## src/rtl/wb_ibus_dbus_arbiter.sv

```systemverilog
// Two-master (instruction/data) to one-slave Wishbone arbiter.
// Optional slave-stall timeout enabled by `define WB_ARBITER_TIMEOUT_EN.
module wb_ibus_dbus_arbiter #(
  parameter int TIMEOUT_CYCLES = 255,
  parameter bit FIRST_GRANT_D  = 1'b1
) (
  input  logic        clk,
  input  logic        rst_n,
  // instruction master
  input  logic [31:0] iwb_adr_i,
  input  logic [31:0] iwb_dat_i,
  input  logic        iwb_cyc_i,
  input  logic        iwb_stb_i,
  input  logic        iwb_we_i,
  input  logic [3:0]  iwb_sel_i,
  input  logic [2:0]  iwb_cti_i,
  input  logic [1:0]  iwb_bte_i,
  output logic [31:0] iwb_dat_o,
  output logic        iwb_ack_o,
  output logic        iwb_err_o,
  output logic        iwb_rty_o,
  // data master
  input  logic [31:0] dwb_adr_i,
  input  logic [31:0] dwb_dat_i,
  input  logic        dwb_cyc_i,
  input  logic        dwb_stb_i,
  input  logic        dwb_we_i,
  input  logic [3:0]  dwb_sel_i,
  input  logic [2:0]  dwb_cti_i,
  input  logic [1:0]  dwb_bte_i,
  output logic [31:0] dwb_dat_o,
  output logic        dwb_ack_o,
  output logic        dwb_err_o,
  output logic        dwb_rty_o,
  // shared slave
  output logic [31:0] swb_adr_o,
  output logic [31:0] swb_dat_o,
  output logic        swb_cyc_o,
  output logic        swb_stb_o,
  output logic        swb_we_o,
  output logic [3:0]  swb_sel_o,
  output logic [2:0]  swb_cti_o,
  output logic [1:0]  swb_bte_o,
  input  logic [31:0] swb_dat_i,
  input  logic        swb_ack_i,
  input  logic        swb_err_i,
  input  logic        swb_rty_i,
  // grant
  output logic [1:0]  arb_gnt_o
);

  typedef enum logic [1:0] {
    IDLE  = 2'b00,
    GNT_I = 2'b01,
    GNT_D = 2'b10
  } state_t;

  state_t r_state;
  state_t w_next;
  logic   r_last_d;
  logic   w_last_d;
  logic   w_gnt_i;
  logic   w_gnt_d;
  logic   w_tmo;

  if (TIMEOUT_CYCLES < 1 || TIMEOUT_CYCLES > 255) begin : g_tmo_range
    $error("TIMEOUT_CYCLES must be 1..255");
  end

  assign w_gnt_i   = (r_state == GNT_I);
  assign w_gnt_d   = (r_state == GNT_D);
  assign arb_gnt_o = r_state;

`ifdef WB_ARBITER_TIMEOUT_EN
  localparam logic [7:0] LP_TMO = 8'(TIMEOUT_CYCLES);

  logic [7:0] r_tmo;
  logic       w_resp;

  assign w_resp = swb_ack_i | swb_err_i | swb_rty_i;
  assign w_tmo  = (r_state != IDLE) && (r_tmo == LP_TMO);

  // stall counter: held at 0 in idle so each grant starts fresh
  always_ff @(posedge clk or negedge rst_n) begin
    if (!rst_n) begin
      r_tmo <= '0;
    end else if (r_state == IDLE || w_resp || w_tmo) begin
      r_tmo <= '0;
    end else if (swb_stb_o) begin
      r_tmo <= r_tmo + 8'd1;
    end
  end
`else
  assign w_tmo = 1'b0;
`endif

  // state and last-served registers
  always_ff @(posedge clk or negedge rst_n) begin
    if (!rst_n) begin
      r_state  <= IDLE;
      r_last_d <= ~FIRST_GRANT_D;
    end else begin
      r_state  <= w_next;
      r_last_d <= w_last_d;
    end
  end

  // next state: arbitrate from idle, hold grant while owner keeps cyc
  always_comb begin
    w_next   = r_state;
    w_last_d = r_last_d;
    unique case (r_state)
      IDLE: begin
        if (iwb_cyc_i && dwb_cyc_i) begin
          w_next = r_last_d ? GNT_I : GNT_D;
        end else if (iwb_cyc_i) begin
          w_next = GNT_I;
        end else if (dwb_cyc_i) begin
          w_next = GNT_D;
        end
      end
      GNT_I: begin
        if (!iwb_cyc_i || w_tmo) begin
          w_next   = IDLE;
          w_last_d = 1'b0;
        end
      end
      GNT_D: begin
        if (!dwb_cyc_i || w_tmo) begin
          w_next   = IDLE;
          w_last_d = 1'b1;
        end
      end
      default: begin
        w_next = IDLE;
      end
    endcase
  end

  // slave-side mux of the granted master
  always_comb begin
    swb_adr_o = '0;
    swb_dat_o = '0;
    swb_cyc_o = 1'b0;
    swb_stb_o = 1'b0;
    swb_we_o  = 1'b0;
    swb_sel_o = '0;
    swb_cti_o = '0;
    swb_bte_o = '0;
    if (w_gnt_i) begin
      swb_adr_o = iwb_adr_i;
      swb_dat_o = iwb_dat_i;
      swb_cyc_o = iwb_cyc_i & ~w_tmo;
      swb_stb_o = iwb_stb_i & ~w_tmo;
      swb_we_o  = iwb_we_i;
      swb_sel_o = iwb_sel_i;
      swb_cti_o = iwb_cti_i;
      swb_bte_o = iwb_bte_i;
    end else if (w_gnt_d) begin
      swb_adr_o = dwb_adr_i;
      swb_dat_o = dwb_dat_i;
      swb_cyc_o = dwb_cyc_i & ~w_tmo;
      swb_stb_o = dwb_stb_i & ~w_tmo;
      swb_we_o  = dwb_we_i;
      swb_sel_o = dwb_sel_i;
      swb_cti_o = dwb_cti_i;
      swb_bte_o = dwb_bte_i;
    end
  end

  // responses go to the owner only; a timeout replaces them with err
  always_comb begin
    iwb_dat_o = swb_dat_i;
    dwb_dat_o = swb_dat_i;
    iwb_ack_o = w_gnt_i & swb_ack_i & ~w_tmo;
    iwb_rty_o = w_gnt_i & swb_rty_i & ~w_tmo;
    iwb_err_o = w_gnt_i & ((swb_err_i & ~w_tmo) | w_tmo);
    dwb_ack_o = w_gnt_d & swb_ack_i & ~w_tmo;
    dwb_rty_o = w_gnt_d & swb_rty_i & ~w_tmo;
    dwb_err_o = w_gnt_d & ((swb_err_i & ~w_tmo) | w_tmo);
  end

endmodule
```

## config.mk

```make
export PLATFORM = sky130hd
export DESIGN_NAME = wb_ibus_dbus_arbiter
export DESIGN_NICKNAME = d
export VERILOG_FILES = /design/src/rtl/wb_ibus_dbus_arbiter.sv
export SDC_FILE = /design/constraint.sdc
export NUM_CORES = 1
export LEC_CHECK = 0
export ABC_AREA = 1
export BUFFER_PORTS_ARGS = -buffer_cell sky130_fd_sc_hd__clkbuf_2
export CAP_MARGIN = 15
export CORE_AREA = 10 10 122 124
export CTS_BUF_LIST = sky130_fd_sc_hd__clkbuf_4
export DETAILED_ROUTE_END_ITERATION = 16
export DIE_AREA = 0 0 132 134
export GPL_ROUTABILITY_DRIVEN = 0
export PLACE_DENSITY = 0.62
export SLEW_MARGIN = 20
export SYNTH_ARGS = -nofsm -noshare
export SYNTH_HDL_FRONTEND = slang
export SYNTH_SLANG_ARGS = --single-unit
```

## constraint.sdc

```tcl
create_clock -name clk -period 2.9 [get_ports clk]
set_input_delay 0.435 -clock clk [delete_from_list [all_inputs] [get_ports clk]]
set_output_delay 0.435 -clock clk [all_outputs]
set_load 0.1 [all_outputs]
```

Yosys cells after proc, flatten, opt, wreduce, memory -nomap -nowiden
Index checks and enable logic that the tools add are counted. W data, S select, Z words.

Register bits: 3. Input bits: 189. Output and inout port bits: 148. Word-level logic and storage cells: 44.

Equal/unequal tests: 5. Muxes and demuxes: 26. Bitwise logic cells: 6. Reductions and logical operators: 5.

Operator list (count): $mux W32 (4); $mux W2 (8); $mux W1 (8); $mux W4 (2); $and A1 B1 Y1 (6); $mux W3 (2); $pmux W2 S3 (1); $reduce_and A3 Y1 (2); $ne A2 B2 Y1 const B (2); $ne A4 B4 Y1 const B (1); $eq A2 B1 Y1 const B (1); $eq A2 B2 Y1 const B (1); $logic_not A2 Y1 (1); $pmux W1 S2 (1); $reduce_bool A2 Y1 (1); $logic_and A1 B1 Y1 (1).

Depth between registers and ports, before layout
Depth after elaboration: 4. Mapped depth: 6. Gate-level depth less buffers: 5.

Worst setup path after synthesis
No wires, ideal clock.

Path kind: reg2out. From: reg r_state[0], in the netlist arb_gnt_o[0]. To: out iwb_ack_o. Arrival time: 2.645 ns. Required time: 2.465 ns. Path slack: -0.180 ns. Cell stages (with the launch flop): 5. Path buffers: 2. Path through: dfrtp_1 > buf_4 > buf_6 > nand2_2 > nor2_1.

Cells in the longest elaborated chain, start to end: 2.

RTL lines: from (decl) (RTL line 58) `state_t r_state;`; from (signal assigned) (RTL line 103) `r_state <= w_next;`; $eq A2 B1 Y1 (RTL line 70) `assign w_gnt_i = (r_state == GNT_I);`; $and A1 B1 Y1 (RTL line 175) `iwb_ack_o = w_gnt_i & swb_ack_i & ~w_tmo;`; to (decl) (RTL line 19) `output logic iwb_ack_o,`.

No other way between the ends.

Worst setup path after layout
From: reg r_state[0], in the netlist arb_gnt_o[0]. To: out swb_dat_o[18].

Cells in the longest elaborated chain, start to end: 3. Elaborated cells on any way between the ends: 4. Those cells by class: eq/ne: 2; mux: 2.

RTL lines: $eq A2 B2 Y1 (RTL line 71) `assign w_gnt_d = (r_state == GNT_D);`; $mux W32 (RTL line 159) `end else if (w_gnt_d) begin`; $mux W32 (*) (RTL line 150) `if (w_gnt_i) begin`; to (decl) (RTL line 37) `output logic [31:0] swb_dat_o,`.

Mark *: on every way between the ends. The rest lies on a longest branch, timed or not.

==> qor.yml <==
outcome:
  outcome: "finished clean"
critical_path:
  cp-end-kind: "output port"
  critPathMaxFanout: 79
  r2r_slack_ns: 1.30
  regToRegStartpoint: "arb_gnt_o[0]"
  cp-start-kind: "flop"
  crit_type: "flop to output port"
  rr_worst_depth: 4
  r2r-end: "arb_gnt_o[1]"
  arrival_ns: 1.92
  endpoint: "swb_dat_o[18]"
  cp-startpoint: "arb_gnt_o[0]"
  required_ns: 2.47
final_layout:
  fin_nets: 699
  postLayoutCoreUtil_pct: 32.0
  area_growth_pct: 100
  drive_gt1_share_pct: 50.1
  antennaDiodeCount: 0
clock_tree:
  cts_root_buffer: "clkbuf_4"
  cts_tree: "yes"
  cts_max_level: 1
  post_cts_buffers: 0
  cts_hold_buf: 1
  clk_latency_ns: 0.23
  cts_resized: 0
  cts.sinks: 3
  clkTransAtPathRegs_ns: 0.04
  cts_made_buffers: 3
  clock_path_buffers: 2
synthesis:
  synth.distinct_cells: 12
  synth_nets: 545
  yosysWarnings: 0
  netlist_area_sq_um: 1990
  synth_top_flop_cell: "dfrtp_1"
  seq_area_frac_synth_pct: 3.77
  ys_top_cells_by_area: "nand3_1, buf_4, nand2_1, buf_6, dfrtp_1"
  synth_top_area_share_pct: 38.7
  synthTopCellsByCount: "nand3_1, nand2_1, buf_4"
  synth_edf_count: 0
  yosys.area.top_type: "nand3_1"
  syn_avg_cell_area_sq_um: 5.59
  postSynth.asyncResetShare_pct: 100
  netlist_instances: 356
  yosysMostFrequentCell: "nand3_1"
  ys_ff_latch: 3
place:
  io_buffers: 240
  dpl_worst_slack_ns: 0.813
  dp_hpwl_microns: 9320
drt:
  routedWlPerCell_microns: 15.9
  via_count: 2900
  drtAntennaViolNets: 0
  routed_via_density: 4.26
  drt-initial-drc-count: 115
  routed_wl_microns: 10800
  route.detailed.drc: 0
  drt_first_pass_iters: 4
timing:
  period_minus_slack_ns: 2.35
  setup_viol: 0
  whs_ns: 0.458
  max_slew_margin_pct: 45.5
  timing.final.crit_share_pct: 81.1
  skew_ns: 0.00117
  final.setup.tns_ns: 0
  fmax_mhz: 425
  final_max_slew_viol_count: 0
  worst_pin_slew_ns: 0.817
  fin_ws_ns: 0.548
  rsz0062_at_grt: "no"
  hold_viol_final: 0
global_route:
  track_usage_pct: 11.2
  antenna_found_initial: 0
  grt_pass1_wl_microns: 16600
  grt_pass1_vias: 2988
  overflow: 0
  grt_max_degree: 80
die:
  row_count: 41
  core-area_sq_um: 12500
  die_w_microns: 132
  start_util_pct: 16.0
  die_area_sq_um: 17700
  dieHeight_microns: 134
  io-pin-count: 337
hold_path:
  whs_path_depth: 2
  hp-class: "primary input to flop"
run:
  max_cap_violations: 0
==> final cells by class <==
cell class	instances	area (sq um)
fill	1358	8480
timing repair buffer	247	2500
multi-input combinational	248	1130
tap	172	215
sequential	3	77.6
inverter	7	31.3
clock buffer	4	30.0
==> state kept, by name (all words and copies together) (netlist names) <==
register / flops
arb_gnt_o: 2
r_last_d: 1
==> worst max-delay path, stage by stage (launching register included) <==
cell and delay [ns]:
dfrtp_2 0.37, buf_4 0.65, nand3_1 0.24, nand2_1 0.20
buf_12 0.19
==> kinds of logic after synthesis <==
family	synth area share (%)
flops	3.77
simple gates	56.0
compound gates	0.881
buf+inv	39.3
==> through the flow <==
step                      cell area [sq um]  std cells
after floorplan                        1990        356
final                                  3990        681
after detailed placement               3950        676
after global routing                   3990        681
after global placement                 3950        676
after CTS                              3990        681
==> worst min path at each step <==
stage                     slack, ns            to       from
after CTS                      0.45      r_last_d  dwb_cyc_i
after global routing           0.48      r_last_d  dwb_cyc_i
after global placement         0.23      r_last_d      rst_n
after detailed placement       0.24      r_last_d      rst_n
final                          0.46      r_last_d  dwb_cyc_i
after floorplan                0.14  arb_gnt_o[0]      rst_n
==> metal layers <==
metal	global-route usage (%)	part of all wire [%]
met1	12.2	37
met2	18.9	47
met3	6.50	15
met4	1.48	0.45
met5	0	0
==> placed cells by master, fill, tap and decap left out, drive strengths merged <==
master	Yosys	final
clkbuf	0	162
o21bai	1	1
o21ai	2	2
nor2	8	8
buf	98	88
nand3	154	154
inv	7	7
nand2	83	83
dlygate4sd3	0	1
dfrtp	3	3
Power is not shown: default switching activity piles up to over one toggle a cycle in this logic, so the estimate is an artifact.
